## src/rtl/alu_multicycle.sv

```systemverilog
// Integer ALU with single-cycle arithmetic, logic and shift ops plus iterative carry-less multiply.
// Latency: 1 cycle for ops 0-7 and reserved opcodes; XLEN/BITS_PER_CYCLE + 1 cycles for CLMUL/CLMULH/CLMULR.
// Backpressure: valid/ready on both sides; the result is held while the consumer stalls, and new requests are refused until it drains.
module alu_multicycle #(
    parameter int XLEN           = 64,
    parameter int TRANS_ID_BITS  = 3,
    parameter int BITS_PER_CYCLE = 1
) (
    input  logic                     clk_i,
    input  logic                     rst_ni,
    input  logic                     flush_i,
    input  logic                     valid_i,
    output logic                     ready_o,
    input  logic [3:0]               operator_i,
    input  logic [XLEN-1:0]          operand_a_i,
    input  logic [XLEN-1:0]          operand_b_i,
    input  logic [TRANS_ID_BITS-1:0] trans_id_i,
    output logic                     valid_o,
    input  logic                     ready_i,
    output logic [XLEN-1:0]          result_o,
    output logic [TRANS_ID_BITS-1:0] trans_id_o
);

    localparam int SHW   = $clog2(XLEN);
    localparam int ITERS = XLEN / BITS_PER_CYCLE;
    localparam int CNT_W = $clog2(ITERS);
    localparam logic [CNT_W-1:0] LAST_ITER = CNT_W'(ITERS - 1);

    localparam logic [3:0] OP_ADD    = 4'd0;
    localparam logic [3:0] OP_SUB    = 4'd1;
    localparam logic [3:0] OP_AND    = 4'd2;
    localparam logic [3:0] OP_OR     = 4'd3;
    localparam logic [3:0] OP_XOR    = 4'd4;
    localparam logic [3:0] OP_SLL    = 4'd5;
    localparam logic [3:0] OP_SRL    = 4'd6;
    localparam logic [3:0] OP_SRA    = 4'd7;
    localparam logic [3:0] OP_CLMUL  = 4'd8;
    localparam logic [3:0] OP_CLMULH = 4'd9;
    localparam logic [3:0] OP_CLMULR = 4'd10;

    typedef enum logic {IDLE, BUSY} state_t;

    state_t                     state;
    logic [CNT_W-1:0]           iter_cnt;
    logic [2*XLEN-1:0]          acc;
    logic [2*XLEN-1:0]          acc_nxt;
    logic [2*XLEN-1:0]          a_sh;
    logic [XLEN-1:0]            b_sh;
    logic [3:0]                 op_q;
    logic [TRANS_ID_BITS-1:0]   tag_q;
    logic [XLEN-1:0]            alu_res;
    logic [XLEN-1:0]            clmul_res;
    logic [SHW-1:0]             shamt;
    logic                       is_clmul;

    // Reset gates ready so nothing is offered upstream while the unit is held in reset.
    assign ready_o = rst_ni && (state == IDLE) && (!valid_o || ready_i) && !flush_i;

    assign shamt    = operand_b_i[SHW-1:0];
    assign is_clmul = (operator_i == OP_CLMUL) || (operator_i == OP_CLMULH) ||
                      (operator_i == OP_CLMULR);

    always_comb begin
        alu_res = '0;
        case (operator_i)
            OP_ADD:  alu_res = operand_a_i + operand_b_i;
            OP_SUB:  alu_res = operand_a_i - operand_b_i;
            OP_AND:  alu_res = operand_a_i & operand_b_i;
            OP_OR:   alu_res = operand_a_i | operand_b_i;
            OP_XOR:  alu_res = operand_a_i ^ operand_b_i;
            OP_SLL:  alu_res = operand_a_i << shamt;
            OP_SRL:  alu_res = operand_a_i >> shamt;
            OP_SRA:  alu_res = $unsigned($signed(operand_a_i) >>> shamt);
            default: alu_res = '0;
        endcase
    end

    // One iteration folds BITS_PER_CYCLE partial products of the shifted multiplicand.
    always_comb begin
        acc_nxt = acc;
        for (int j = 0; j < BITS_PER_CYCLE; j++) begin
            if (b_sh[j]) begin
                acc_nxt = acc_nxt ^ (a_sh << j);
            end
        end
    end

    // The top product bit is always zero, so CLMULR's window ends one bit short of the top.
    always_comb begin
        clmul_res = acc_nxt[XLEN-1:0];
        case (op_q)
            OP_CLMULH: clmul_res = acc_nxt[2*XLEN-1:XLEN];
            OP_CLMULR: clmul_res = acc_nxt[2*XLEN-2:XLEN-1];
            default:   clmul_res = acc_nxt[XLEN-1:0];
        endcase
    end

    always_ff @(posedge clk_i or negedge rst_ni) begin
        if (!rst_ni) begin
            state      <= IDLE;
            iter_cnt   <= '0;
            acc        <= '0;
            a_sh       <= '0;
            b_sh       <= '0;
            op_q       <= '0;
            tag_q      <= '0;
            valid_o    <= 1'b0;
            result_o   <= '0;
            trans_id_o <= '0;
        end else if (flush_i) begin
            state    <= IDLE;
            iter_cnt <= '0;
            valid_o  <= 1'b0;
        end else begin
            if (valid_o && ready_i) begin
                valid_o <= 1'b0;
            end
            case (state)
                IDLE: begin
                    if (valid_i && ready_o) begin
                        if (is_clmul) begin
                            state    <= BUSY;
                            iter_cnt <= '0;
                            acc      <= '0;
                            a_sh     <= {{XLEN{1'b0}}, operand_a_i};
                            b_sh     <= operand_b_i;
                            op_q     <= operator_i;
                            tag_q    <= trans_id_i;
                        end else begin
                            valid_o    <= 1'b1;
                            result_o   <= alu_res;
                            trans_id_o <= trans_id_i;
                        end
                    end
                end
                BUSY: begin
                    acc      <= acc_nxt;
                    a_sh     <= a_sh << BITS_PER_CYCLE;
                    b_sh     <= b_sh >> BITS_PER_CYCLE;
                    iter_cnt <= iter_cnt + CNT_W'(1);
                    // Final iteration lands straight in the output register.
                    if (iter_cnt == LAST_ITER) begin
                        state      <= IDLE;
                        iter_cnt   <= '0;
                        valid_o    <= 1'b1;
                        result_o   <= clmul_res;
                        trans_id_o <= tag_q;
                    end
                end
                default: state <= IDLE;
            endcase
        end
    end

endmodule

```

## config.mk

```make
export PLATFORM = sky130hd
export DESIGN_NAME = alu_multicycle
export DESIGN_NICKNAME = d
export VERILOG_FILES = /design/src/rtl/alu_multicycle.sv
export SDC_FILE = /design/constraint.sdc
export NUM_CORES = 2
export LEC_CHECK = 0
export ABC_AREA = 0
export CAP_MARGIN = 20
export CELL_PAD_IN_SITES_DETAIL_PLACEMENT = 1
export CELL_PAD_IN_SITES_GLOBAL_PLACEMENT = 1
export CORE_MARGIN = 2
export CORE_UTILIZATION = 45
export DETAILED_ROUTE_END_ITERATION = 8
export PLACE_DENSITY_LB_ADDON = 0.1
export SYNTH_ARGS = -nofsm -noshare
export SYNTH_HDL_FRONTEND = slang
export SYNTH_SLANG_ARGS = --single-unit
```

## constraint.sdc

```tcl
create_clock -name clk_i -period 4.44 [get_ports clk_i]
set_input_delay 0.444 -clock clk_i [delete_from_list [all_inputs] [get_ports clk_i]]
set_output_delay 0.444 -clock clk_i [all_outputs]
set_load 0.05 [all_outputs]
```

# [Yosys cells after proc, flatten, opt, wreduce, memory -nomap -nowiden]
# Index checks and enable logic that the tools add are counted.
[totals] register_bits=402 input_bits=140 output_inout_bits=69 word_cells=92
[op_classes] n_addsub=3 eq_ne=19 n_shift=3 mux=36 n_bitwise=6 reduce_logical=15
[ops] cell="two-way mux 128 bit" n=5
[ops] cell="case mux 128 bit (2 select lines)" n=2
[ops] cell="case mux 64 bit (8 select lines)" n=1
[ops] cell="case mux 64 bit (2 select lines)" n=3
[ops] cell="two-way mux 64 bit" n=5
[ops] cell="XOR 128 bit" n=1
[ops] cell="adder 64 bit" n=1
[ops] cell="bitwise AND 64 bit" n=1
[ops] cell="OR 64 bit" n=1
[ops] cell="<< shifter 64 x 6 -> 64 bit" n=1
[ops] cell="right shift 64 x 6 -> 64 bit" n=1
[ops] cell=">>> shifter 64 x 6 -> 64 bit" n=1
[ops] cell="subtractor 64 bit" n=1
[ops] cell="XOR 64 bit" n=1
[ops] cell="two-way mux 6 bit" n=4
[ops] cell="equality test 4 bit, second input constant" n=5
[ops] cell="equality test 4 x 3 -> 1 bit, second input constant" n=4
[ops] cell="case mux 6 bit (2 select lines)" n=1
[ops] cell="two-way mux 1 bit" n=9
[ops] cell="two-way mux 3 bit" n=3
[ops] cell="equality test 4 x 2 -> 1 bit, second input constant" n=2
[ops] cell="AND reduction 4 bit" n=2
[ops] cell="adder 6 x 1 -> 6 bit, second input constant" n=1
[ops] cell="equality test 6 bit, second input constant" n=1
[ops] cell="14 further kinds" n=25

# [Logic depth before layout (Yosys ltp)]
[logic_depth] word_depth=8 ltp_mapped=27 ltp_nobuf=22

# [Worst setup path before layout]
# No wires, ideal clock.
[synth_path] kind="input to register" start="input port operand_b_i[0]" end="register result_o[61]" setup_ns=0.120 arrival_time_ns=5.218 required_time_ns=4.320 setup_slack_ns=-0.898 path_stages=25 path_buffers=6 path_cell_list="buf_2 inv_2 buf_1 buf_1 ha_1 nand3_1 nor3_1 and2_1 and3_1 clkbuf_1 nand2_1 o21ai_1 o21ai_1 xnor2_1 ha_1 clkbuf_1 a21o_1 a21oi_1 o21ai_1 a21oi_1 or3_1 and3_1 clkbuf_1 or3_1 a31o_1"
[synth_between] elab_chain_cells=5 elab_cells_between_ends=9 classes_between="add/sub (2); shift (3); mux (4)"
[synth_rtl] element="from (decl)" line_no="16" rtl="input logic [XLEN-1:0] operand_b_i,"
[synth_rtl] element="subtractor 64 bit (tied with other cells)" line_no="67" rtl="OP_SUB: alu_res = operand_a_i - operand_b_i;"
[synth_rtl] element="case mux 64 bit (8 select lines) (*)" line_no="65" rtl="case (operator_i)"
[synth_rtl] element="two-way mux 64 bit (*)" line_no="121" rtl="if (is_clmul) begin"
[synth_rtl] element="two-way mux 64 bit (*)" line_no="120" rtl="if (valid_i && ready_o) begin"
[synth_rtl] element="case mux 64 bit (2 select lines) (*)" line_no="118" rtl="case (state)"
[synth_rtl] element="to (signal assigned)" line_no="131" rtl="result_o <= alu_res;"
[synth_rtl] element="to (signal assigned)" line_no="146" rtl="result_o <= clmul_res;"
[synth_rtl] element="to (decl)" line_no="20" rtl="output logic [XLEN-1:0] result_o,"
# Every way passes the cells marked *; elsewhere a longest branch is shown, timed or not. The select of a mux whose other input is x is not followed.
# A chain may end at the register's enable or synchronous reset.

# [Final worst setup path]
[layout_path] start="input port operand_b_i[8]" end="register result_o[58]"
[layout_between] elab_chain_cells=5 elab_cells_between_ends=6 classes_between="add/sub (2); mux (4)"
[layout_rtl] element="subtractor 64 bit or adder 64 bit (tied branches)" line_no="67, 66"
[layout_rtl] element="case mux 64 bit (8 select lines) (*)" line_no="65"
[layout_rtl] element="two-way mux 64 bit (*)" line_no="121"
[layout_rtl] element="two-way mux 64 bit (*)" line_no="120"
[layout_rtl] element="case mux 64 bit (2 select lines) (*)" line_no="118"
# Marked as above.

==> run summary <==
Slew HR = 0.246
XOR/XNOR Fraction of Synth Area = 0.0576
fillers = 9875
CORE AREA = 0.0820 mm2
area leader, netlist = dfrtp_1
WP data required = 5.01 ns
CP max FO = 4
CP Cell Sequence = buf_6, or4_4, or4_4, nor3_4, nand3_2, nor2_4, nand2_2, o31ai_4, xnor2_2, ha_1, nand4_1, nor2_1, nand2_1, or3_4, a21oi_2, o21ai_2, buf_12, buf_6, o21ai_4, xnor2_2, o211ai_1, o221a_2
outcome = finished with violations
clk buf depth = 3
Final Skew = 0.0342 ns
fin crit period = 4.49 ns
DP HPWL = 157000 um
Netlist Area Pre-Place = 0.0372 mm2
Startpoint Class = primary input
Post-synth top cells = nand2_1 (754), o21ai_0 (491), dfrtp_1 (402)
post-layout util = 0.580
cell count after synthesis = 4663
Mapped Nets = 4998
Residual DRC = 0
EDFF count, synth = 0
simple-gate share of the synthesized area = 0.153
Die Y = 292 um
largest net degree at the start of global routing = 160
Avg WL per Cell = 31.7 um
most common cell in the netlist = nand2_1
failing checks = setup timing
max-cap viol count = 0
Hold Path Class = primary input to register
RSZ-0062 raised after global routing = true
LEAKAGE = 20.4 nW
FP Rows = 105
Worst Path Class, Setup = primary input to register
Distinct cells, synth = 90
Top FF cell, synth = dfrtp_1
Tot Pwr = 0.0156 W
pre-CTS WS = -1.07 ns
drt first-iter violations = 5718
Power Density = 327 mW/mm2
peak supply drop = 0.000454 V
final setup vio count = 1
DRT Pass-1 Iters = 7
top-area cell type share of the netlist area = 0.270
CTS Buf Count = 48
initial antenna violation count = 13
Die Span X = 292 um
arrival time worst endpoint = 5.06 ns
CTS clk-pin slew, worst paths = 0.06 ns
combinational family with the most area after synthesis = compound AO/OA/AOI/OAI gates
htree depth = 2
IO buf count = 208
clock root buffer master = clkbuf_16
vias in the first global route = 42700
top cells by area, synth = dfrtp_1 (27%), nand2_1 (7.6%), mux4_2 (7.1%)
Synth Area in Adders = 0.0658
total I/O pin count = 209
Avg Cell Area, Syn = 7.98 um2
Routed Antenna Nets = 0
complex-gate fraction of the synthesized area = 0.249
GRT Total Usage = 0.467
Final Cycle Share = 1.01
Vias/cell = 6.68
layout cells sized above 1 = 0.224
Slowest-stage cell, CP = or4_4
synth warn = 0
Worst-Margin Slew = 1.13 ns
Max Transition Viols Final = 0
Die ar. = 0.0850 mm2
area grow syn2layout = 27.8%
mux contribution to synthesized area = 0.148
Worst setup EP type = register
first-pass GRT wire length = 294000 um
routability cong. = 1.10
async set-reset flop share out of synthesis = 1.00
Seq/Total Area, Yosys = 0.270
total clock sinks = 402
CTS tree = done
max frequency = 223 MHz
GRT overflow = 0
Final WS setup = -0.0485 ns
final hold vios = 0
Final #Nets = 5666
post-synthesis register bit count = 402
CP peak stage delay = 0.57 ns
final wirelength = 204000 um
Starting Density = 0.454
via count = 43000
clk_lat worst skew = 0.64 ns
## final cells by class
class / instances / area (um2) / share of cell area
Timing Repair Buffer: 1022 / 8400 / 0.177
Sequential cell: 402 / 10100 / 0.212
Inverter: 144 / 548 / 0.0115
Antenna cell: 4 / 10.0 / 0.000210
Tap cell: 1070 / 1340 / 0.0282
Clock inverter: 13 / 194 / 0.00408
Multi-Input combinational cell: 3713 / 25600 / 0.539
Clock buffer: 68 / 1370 / 0.0287
## critical path, delay by kind of cell
kind | cells | cell delay (ns)
buffers and inverters | 3 | 0.36
XOR/XNOR | 2 | 0.18
adder cells (fa/ha/maj) | 1 | 0.29
AND/OR/NAND/NOR | 10 | 2.80
AO/OA/AOI/OAI | 6 | 0.98
## power by group
group	internal [W]	switching, W	leakage [nW]	total (W)
combinational	0.00247	0.00405	14.4	0.00652
clock	0.00232	0.00179	0.761	0.00411
sequential	0.00422	0.000714	5.31	0.00494
total	0.00901	0.00655	20.4	0.0156
## flip-flops by register name (all words and copies together), names as in the netlist
name	flops
a_sh	128
acc	128
b_sh	64
iter_cnt	6
op_q	4
result_o	64
state	1
tag_q	3
trans_id_o	3
valid_o	1
## layout by cell type, fill, tap and decap left out, types with 65 or more instances in the layout
master / netlist / layout
o21ai_1: 80 / 84
ha_1: 194 / 192
buf_4: 2 / 792
clkdlybuf4s50_1: 0 / 185
o31ai_1: 98 / 96
nand2_1: 754 / 750
o22ai_1: 95 / 94
a21oi_1: 355 / 338
a221oi_1: 71 / 65
dfrtp_1: 402 / 400
nor2_1: 354 / 344
o21ai_0: 491 / 477
xnor2_1: 152 / 149
xor2_1: 91 / 91
mux4_2: 117 / 117
inv_1: 138 / 137
mux2i_1: 229 / 229
## cell families after synthesis
family | after synthesis
compound gates | 1519
simple gates | 1356
buf+inv | 548
flops | 402
mux | 399
xor+xnor | 244
fa+ha+maj | 195
## final timing paths
kind | startpoint | end | slack (ns) | depth (start not counted)
worst max-delay path | operand_b_i[8] | result_o[58]$_DFFE_PN0P_ | -0.05 | 22
worst min-delay path | operand_b_i[16] | b_sh[16]$_DFFE_PN0P_ | 0.24 | 4
worst max register to register | iter_cnt[0]$_DFFE_PN0P_ | result_o[59]$_DFFE_PN0P_ | 0.23 | 12
worst min register to register | b_sh[12]$_DFFE_PN0P_ | b_sh[12]$_DFFE_PN0P_ | 0.48 | 2
max in group asynchronous | rst_ni | b_sh[29]$_DFFE_PN0P_ | 2.00 | 4
min in group asynchronous | rst_ni | a_sh[67]$_DFFE_PN0P_ | 0.34 | 2
## per-layer routing
| layer | up-vias | global-route usage | part of all wire |
|---|---|---|---|
| met5 | - | 0 | 0.00068 |
| met4 | 20 | 0.257 | 0.067 |
| met3 | 563 | 0.145 | 0.12 |
| met2 | 2626 | 0.676 | 0.41 |
| met1 | 21600 | 0.619 | 0.40 |
| li1 | 18200 | - | - |
## timing repair
| action | CTS | global route |
|---|---|---|
| setup buffers | 6 | 6 |
| resized for setup | 85 | 77 |
| hold endpoints to repair | 43 | 0 |
| endpoints found under the setup margin | 32 | 35 |
| cloned | 0 | 0 |
| pin swaps | 29 | 52 |
| hold buffers | 1 | 0 |
## per-stage QoR
stage	instance area (um2)	setup TNS (ns)	hold WS [ns]	std cells
floorplan	37400	-0.0643	0.148	4663
CTS	47200	-0.0126	0.224	6428
detailed placement	45500	-33.97	0.378	6340
global placement	45500	-29.17	0.378	6340
finish	47600	-0.0485	0.240	6436
global route	47500	-0.325	0.257	6432
No activity file was read; power rests on OpenSTA's default activity.
